[src/rtl/miner_job_ctrl.sv]
// Mining job sequencer: gathers a block header from UART bytes, runs one hasher job,
// and frames the result (A5 + nonce, or 5A when exhausted) back out to the UART.
module miner_job_ctrl #(
   parameter int unsigned HEADER_BYTES = 80,
   parameter int unsigned BYTE_TIMEOUT = 50000,
   parameter int unsigned TMO_W        = 16
) (
   input  logic                      clock,
   input  logic                      reset,
   input  logic                      rx_valid,
   input  logic [7:0]                rx_byte,
   output logic [HEADER_BYTES*8-1:0] hdr_data,
   output logic                      job_start,
   output logic                      job_abort,
   input  logic                      found,
   input  logic [31:0]               found_nonce,
   input  logic                      exhausted,
   output logic [7:0]                tx_byte,
   output logic                      tx_wr,
   input  logic                      tx_busy,
   output logic                      job_active,
   output logic [6:0]                hdr_count
);

   localparam int unsigned HW = HEADER_BYTES * 8;

   typedef enum logic [2:0] {StIdle, StStart, StMine, StSend, StWaitTx} state_e;

   state_e            state_q, state_d;
   logic [HW-1:0]     shadow;
   logic              copy_pend;
   logic              hdr_ready;
   logic [TMO_W-1:0]  tmo_cnt;
   logic              partial;
   logic              tmo_hit;
   logic [39:0]       frame_q;
   logic [2:0]        left_q;
   logic              guard_q;

   assign partial = (hdr_count != 7'd0) && (hdr_count < 7'(HEADER_BYTES));
   // A byte arriving on the timeout cycle takes priority and restarts the count.
   assign tmo_hit = partial && !rx_valid && (tmo_cnt == TMO_W'(BYTE_TIMEOUT - 1));

   // Receive path: independent of the job FSM.
   always_ff @(posedge clock) begin
      if (reset) begin
         shadow    <= '0;
         hdr_data  <= '0;
         hdr_count <= 7'd0;
         copy_pend <= 1'b0;
         hdr_ready <= 1'b0;
         tmo_cnt   <= '0;
      end else begin
         copy_pend <= 1'b0;
         if (rx_valid) shadow <= {shadow[HW-9:0], rx_byte};

         if (copy_pend) begin
            hdr_data  <= shadow;
            hdr_count <= rx_valid ? 7'd1 : 7'd0;
         end else if (rx_valid) begin
            hdr_count <= hdr_count + 7'd1;
            copy_pend <= (hdr_count == 7'(HEADER_BYTES - 1));
         end else if (tmo_hit) begin
            hdr_count <= 7'd0;
         end

         if (rx_valid || !partial || tmo_hit) tmo_cnt <= '0;
         else                                 tmo_cnt <= tmo_cnt + TMO_W'(1);

         if (copy_pend)               hdr_ready <= 1'b1;
         else if (state_q == StIdle)  hdr_ready <= 1'b0;
      end
   end

   always_comb begin
      state_d   = state_q;
      job_start = 1'b0;
      job_abort = 1'b0;
      tx_wr     = 1'b0;
      unique case (state_q)
         StIdle:  if (hdr_ready) state_d = StStart;
         StStart: begin
            job_start = 1'b1;
            state_d   = StMine;
         end
         StMine: begin
            if (rx_valid) begin
               job_abort = 1'b1;
               state_d   = StIdle;
            end else if (found || exhausted) begin
               state_d = StSend;
            end
         end
         StSend: begin
            if (!tx_busy) begin
               tx_wr   = 1'b1;
               state_d = StWaitTx;
            end
         end
         StWaitTx: begin
            if (!guard_q && !tx_busy) state_d = (left_q == 3'd0) ? StIdle : StSend;
         end
         default: state_d = StIdle;
      endcase
   end

   assign job_active = (state_q == StStart) || (state_q == StMine);
   assign tx_byte    = frame_q[39:32];

   always_ff @(posedge clock) begin
      if (reset) begin
         state_q <= StIdle;
         frame_q <= '0;
         left_q  <= 3'd0;
         guard_q <= 1'b0;
      end else begin
         state_q <= state_d;
         // Hold off one cycle after each write so a late tx_busy rise is not missed.
         guard_q <= tx_wr;
         if (state_q == StMine && !rx_valid) begin
            if (found) begin
               frame_q <= {8'hA5, found_nonce};
               left_q  <= 3'd5;
            end else if (exhausted) begin
               frame_q <= {8'h5A, 32'h0};
               left_q  <= 3'd1;
            end
         end
         if (tx_wr) begin
            frame_q <= {frame_q[31:0], 8'h00};
            left_q  <= left_q - 3'd1;
         end
      end
   end

endmodule

[config.mk]
export PLATFORM = sky130hd
export DESIGN_NAME = miner_job_ctrl
export DESIGN_NICKNAME = d
export VERILOG_FILES = /design/src/rtl/miner_job_ctrl.sv
export SDC_FILE = /design/constraint.sdc
export NUM_CORES = 2
export LEC_CHECK = 0
export BUFFER_PORTS_ARGS = -buffer_cell sky130_fd_sc_hd__buf_2
export CAP_MARGIN = 20
export CORE_MARGIN = 3
export CORE_UTILIZATION = 59
export CTS_BUF_LIST = sky130_fd_sc_hd__clkbuf_8
export DETAILED_ROUTE_END_ITERATION = 7
export PLACE_DENSITY = 0.82
export SYNTH_ARGS = -nofsm -noshare
export SYNTH_HDL_FRONTEND = slang
export SYNTH_SLANG_ARGS = --single-unit
export TNS_END_PERCENT = 50
[constraint.sdc]
create_clock -name clock -period 2.3 [get_ports clock]
set_input_delay 0.23 -clock clock [delete_from_list [all_inputs] [get_ports clock]]
set_output_delay 0.23 -clock clock [all_outputs]
set_load 0.02 [all_outputs]
# Word level (Yosys, flattened, before mapping)
# Index checks and enable logic that the tools add are counted.
dict set report op_classes {
  n_eq_ne 10
  muxes 26
  multipliers 0
  reduce_logical 27
  n_shift 0
  n_addsub 3
  div 0
  n_bitwise 1
  magnitude_cmp 1
}
# operator count
set op_table {}
lappend op_table {{$mux 40} 4}
lappend op_table {{$mux 3} 9}
lappend op_table {{$mux 7} 3}
lappend op_table {{$add 16x1->16 const B} 1}
lappend op_table {{$eq 16x16->1 const B} 1}
lappend op_table {{$pmux 3 s5} 1}
lappend op_table {{$mux 1} 8}
lappend op_table {{$add 7x1->7 const B} 1}
lappend op_table {{$eq 7x7->1 const B} 1}
lappend op_table {{$lt 7x7->1 const B} 1}
lappend op_table {{$reduce_bool 7->1} 1}
lappend op_table {{$eq 3x2->1 const B} 2}
lappend op_table {{$logic_not 3->1} 2}
lappend op_table {{$ne 2x2->1 const B} 3}
lappend op_table {{$reduce_bool 2->1} 3}
lappend op_table {{$reduce_bool 3->1} 2}
lappend op_table {{$logic_and 1x1->1} 5}
lappend op_table {{$logic_not 1->1} 4}
lappend op_table {{$logic_or 1x1->1} 4}
lappend op_table {{$reduce_and 2->1} 2}
lappend op_table {{$reduce_and 4->1} 1}
lappend op_table {{$reduce_or 2->1} 2}
lappend op_table {{$eq 3x1->1 const B} 1}
lappend op_table {{$eq 3x3->1 const B} 1}
lappend op_table {{other kinds (5)} 5}
dict set report totals {
  romBits 0
  ram_bits 0
  mem_count 0
  output_inout_bits 659
  latchBits 0
  ff_bits 1352
  in_bits 46
  wordCells 79
}

# Depth between registers and ports, before layout
dict set report depth {
  ltp_word 7
  depth_mapped 8
  ltp_nobuf 6
}

# Least setup slack after synthesis
# OpenSTA, ideal clock, no wires.
dict set report synth_timing {
  path_type {reg2reg}
  from {register hdr_count[1]}
  to {register tmo_cnt[11]}
  t_arrival_ps 1867
  period_less_slack_ps 1982
  setup_time_ps 115
  path_slack_ps 318
  required_ps 2185
  stages_incl_launch_ff 9
  n_path_buf 2
  cell_sequence {dfxtp_1 > inv_1 > ha_1 > or4b_2 > o311ai_2 > or3b_1 > buf_6 > buf_6 > nor2_1}
}
dict set report synth_via {
  elab_chain_cells 6
  elab_cells_between_ends 9
  cone_classes {1 x order compare; 8 x reduce/logical}
}
# element line
set synth_lines {}
lappend synth_lines {{start, declared} 22} ;# output logic [6:0] hdr_count
lappend synth_lines {{start signal, assigned} 59} ;# hdr_count <= rx_valid ? 7'd1 : 7'd0;
lappend synth_lines {{start signal, assigned} 61} ;# hdr_count <= hdr_count + 7'd1;
lappend synth_lines {{$lt 7x7->1 / $reduce_bool 7->1 (equally long branches)} 40} ;# assign partial = (hdr_count != 7'd0) && (hdr_count < 7'(HEADER_BYTES));
lappend synth_lines {{$logic_and 1x1->1 *} 40}
lappend synth_lines {{$logic_not 1->1 / $logic_and 1x1->1 (equally long branches)} {67, 42}}
lappend synth_lines {{$logic_or 1x1->1 / $logic_and 1x1->1 (equally long branches)} {67, 42}}
lappend synth_lines {{$logic_or 1x1->1 *} 67} ;# if (rx_valid || !partial || tmo_hit) tmo_cnt <= '0;
lappend synth_lines {{$reduce_or 2->1 (no line) *} -}
lappend synth_lines {{end signal, assigned} 68} ;# else tmo_cnt <= tmo_cnt + TMO_W'(1);
lappend synth_lines {{end, declared} 33} ;# logic [TMO_W-1:0] tmo_cnt;
# Mark *: on every way between the ends. The rest lies on a longest branch, timed or not.
# A chain may end at the register's enable or synchronous reset.

# Worst setup path in the final report
dict set report layout_timing {
  from {register state_q[0]}
  to {output port job_start}
}
dict set report layout_via {
  elab_chain_cells 2
}
# element line
set layout_lines {}
lappend layout_lines {{start, declared} 29} ;# state_e state_q, state_d;
lappend layout_lines {{start signal, assigned} 112} ;# state_q <= StIdle;
lappend layout_lines {{start signal, assigned} 117} ;# state_q <= state_d;
lappend layout_lines {{$eq 3x1->1} 80} ;# unique case (state_q)
lappend layout_lines {{$mux 1} 80}
lappend layout_lines {{end, declared} 13} ;# output logic job_start,
# No other way between the ends.

==> impl_metrics.yaml <==
status:
  run_status: "finished, violations left"
  failed_checks: "design-rule violations"
detailed_routing:
  vias: 34200
  remaining_drc_errors: 7
  post_route_wl_um: 120000
  initialDrtViolationCount: 2196
  routed_via_density: 5.35
  detail-route-antenna-nets: 0
  routed_wire_length_per_instance_um: 18.8
  drt_first_pass_iters: 8
clock_tree:
  worstSkewPairLatency_ps: 850
  cts-htree-levels: 4
  cts_tree: "done"
  tritoncts.num_buffers: 199
  cts.clk_slew.worst_paths_ps: 60
  max-clock-path-buffers: 3
  cts-root-buf: "clkbuf_8"
  cts.sinks: 1352
timing:
  maxSlewViolCount: 0
  hold_viol: 0
  tightest_slew_ps: 913
  max_freq_mhz: 447
  report.final.setup_viol: 0
  final.setup.tns_ps: 0
  period_minus_slack_ps: 2240
  grt_setup_unrepaired: "false"
  max-slew-margin-rel_pct: 38.9
  worst_clock_skew_ps: 62.5
  layout_worst_path_cycle_share_pct: 97.2
grt:
  initial_antenna_violation_count: 3
  global_route.overflow_total: 0
  grt_pass1_wl_um: 185000
  vias_in_the_first_global_route: 33400
  maximum_number_of_pins_on_one_net_before_global_route_repair: 143
  grt_usage_pct: 27.6
flow_run:
  timing.max_cap.violations: 0
finish:
  final_cell_count_no_fill: 6392
  drive_gt1_share_pct: 20.4
  post-route-cell-area_mm2: 0.0569
  area_growth_syn_to_layout_pct: 19.8
  nets: 5246
floorplan:
  count_of_boundary_i_o_pins: 705
  floorplan.die_area_mm2: 0.0840
  fp.dieH_um: 290
  initial_core_util_pct: 59.8
  core.rowCount: 103
  die_w_um: 290
  core-area_mm2: 0.0794
pwr:
  cellPowerDensity_mw_per_mm2: 775
  power.static_leakage_nw: 24.8
  irDropWorstVdd_v: 0.000555
  total_power_mw: 44.1
placed_design:
  cell_area_after_placement_mm2: 0.0523
  last_weighted_congestion_value_of_the_routability_driven_placer: 0.853
  detailedPlacementHpwl_um: 80400
  placed_cell_count: 5988
  place.port_buffers: 704
synthesis:
  synth-edff-count: 0
  synth_seq_cells: 1352
  mappedNetlistArea_mm2: 0.0475
  async_set_or_reset_register_ratio_after_synthesis_pct: 0
  ys_dominant_reg_cell: "dfxtp_1"
  syn-num-nets: 4511
  yosys_warnings: 0
  ys_seq_area_share_pct: 57.0
  synth.avg_cell_area_um2: 10.7
  gate_count_post_synth: 4460
  synth_cell_type_count: 46
worst_setup_path:
  path_class: "register to primary output"
  worst_setup_path_start_kind: "register"
  crit_required_ps: 2070
  critical_path.endpoint_type: "primary output"
  crit_path_cell_trace: "buf_4 > nor3b_1 > buf_2"
  cp_max_fo: 11
  critical_path.slowest_cell: "nor3b_1"
  critPathMaxStageDelay_ps: 440
  cp_data_arrival_time_ps: 2010
worst_hold_path:
  hold_path_class: "primary input to register"
[report_power, final]
group	internal (mW)	switching (mW)	leakage, nW
combinational	0.460	0.754	11.5
sequential	23.4	0.0215	10.9
clock	10.3	9.15	2.35
[worst paths after layout]
path | slack [ps] | start | to | cells after the start
worst min register to register | 470 | frame_q[28] | frame_q[36] | 2
worst max-delay path | 60 | state_q[0] | job_start | 3
worst max register to register | 130 | state_q[2] | frame_q[19] | 6
worst min-delay path | 160 | found_nonce[1] | frame_q[1] | 3
[timing repair]
item	4_1_cts	5_1_grt
resized for setup	0	2
hold buffers	55	0
buffers inserted	0	1
endpoints found under the hold margin	129	0
endpoints found under the setup margin	0	8
[worst max-delay path, delay by kind of cell, from the launching register on]
| family | cells | cell delay [ps] |
|---|---|---|
| buffers and inverters | 2 | 440 |
| flip-flops | 1 | 340 |
| AND/OR/NAND/NOR | 1 | 440 |
[placed cells by master (no fill, tap or decap), types with 19 or more instances in the layout]
cell type / n
a21oi_1: 19
a222oi_1: 24
buf_12: 46
buf_2: 702
buf_4: 44
clkbuf_8: 256
dfxtp_1: 1349
dlygate4sd3_1: 54
inv_1: 72
mux2i_1: 1280
nand3_1: 19
nor2_1: 1332
[kinds of logic after synthesis]
group,count (synthesis),synth area share (%)
AND/OR/NAND/NOR,1403,11.4
multiplexers,1280,27.0
AO/OA/AOI/OAI,76,1.24
XOR/XNOR,19,0.350
adder cells (fa/ha/maj),5,0.132
flip-flops,1352,57.0
buffers and inverters,325,2.91
[layer usage]
layer	global-route usage [%]	wire length [um]	vias up
li1	-	-	16500
met1	33.5	49300	16400
met2	44.6	56200	1032
met3	7.99	8570	304
met4	14.4	6410	2
met5	0	13	-
[Yosys cell counts, drive strengths merged (4+ instances only)]
cell    number  area share [%]
nand2       12           0.095
ha           5            0.13
nor2      1332              11
nand4        4           0.053
buf        163             1.6
o211ai       4           0.063
mux2i     1280              27
inv         10           0.079
a21oi       19            0.20
dfxtp     1352              57
a22o         8            0.15
clkbuf     151             1.2
nor3         7           0.074
a222oi      24            0.51
nor4         5           0.066
nand3       19            0.20
xnor2       16            0.29
o21ai        7           0.074
[metrics by stage]
step           hold WS [ps]  util, %  setup WS [ps]
5_1_grt                 117     71.7           15.7
3_3_place_gp            436     65.8            209
4_1_cts                69.7     71.7           35.1
2_1_floorplan           363        -            318
6_report                163     71.7           64.5
3_5_place_dp            447     65.8            237
[layout make-up]
| type | count | area, um2 |
|---|---|---|
| timing repair buffer | 848 | 5340 |
| tap | 1050 | 1310 |
| clock buffer | 256 | 3520 |
| antenna | 2 | 5.00 |
| clock inverter | 90 | 579 |
| sequential | 1352 | 27100 |
| multi-input combinational | 2783 | 19100 |
| fill | 5508 | 22500 |
| inverter | 11 | 41.3 |
[flip-flops by register name, indices dropped and copies added, names as in the netlist]
signal and count:
copy_pend 1, state_q 3, frame_q 40, tmo_cnt 16, shadow 640, hdr_count 7
hdr_ready 1, guard_q 1, left_q 3, hdr_data 640
(Power assumes the default switching activity.)
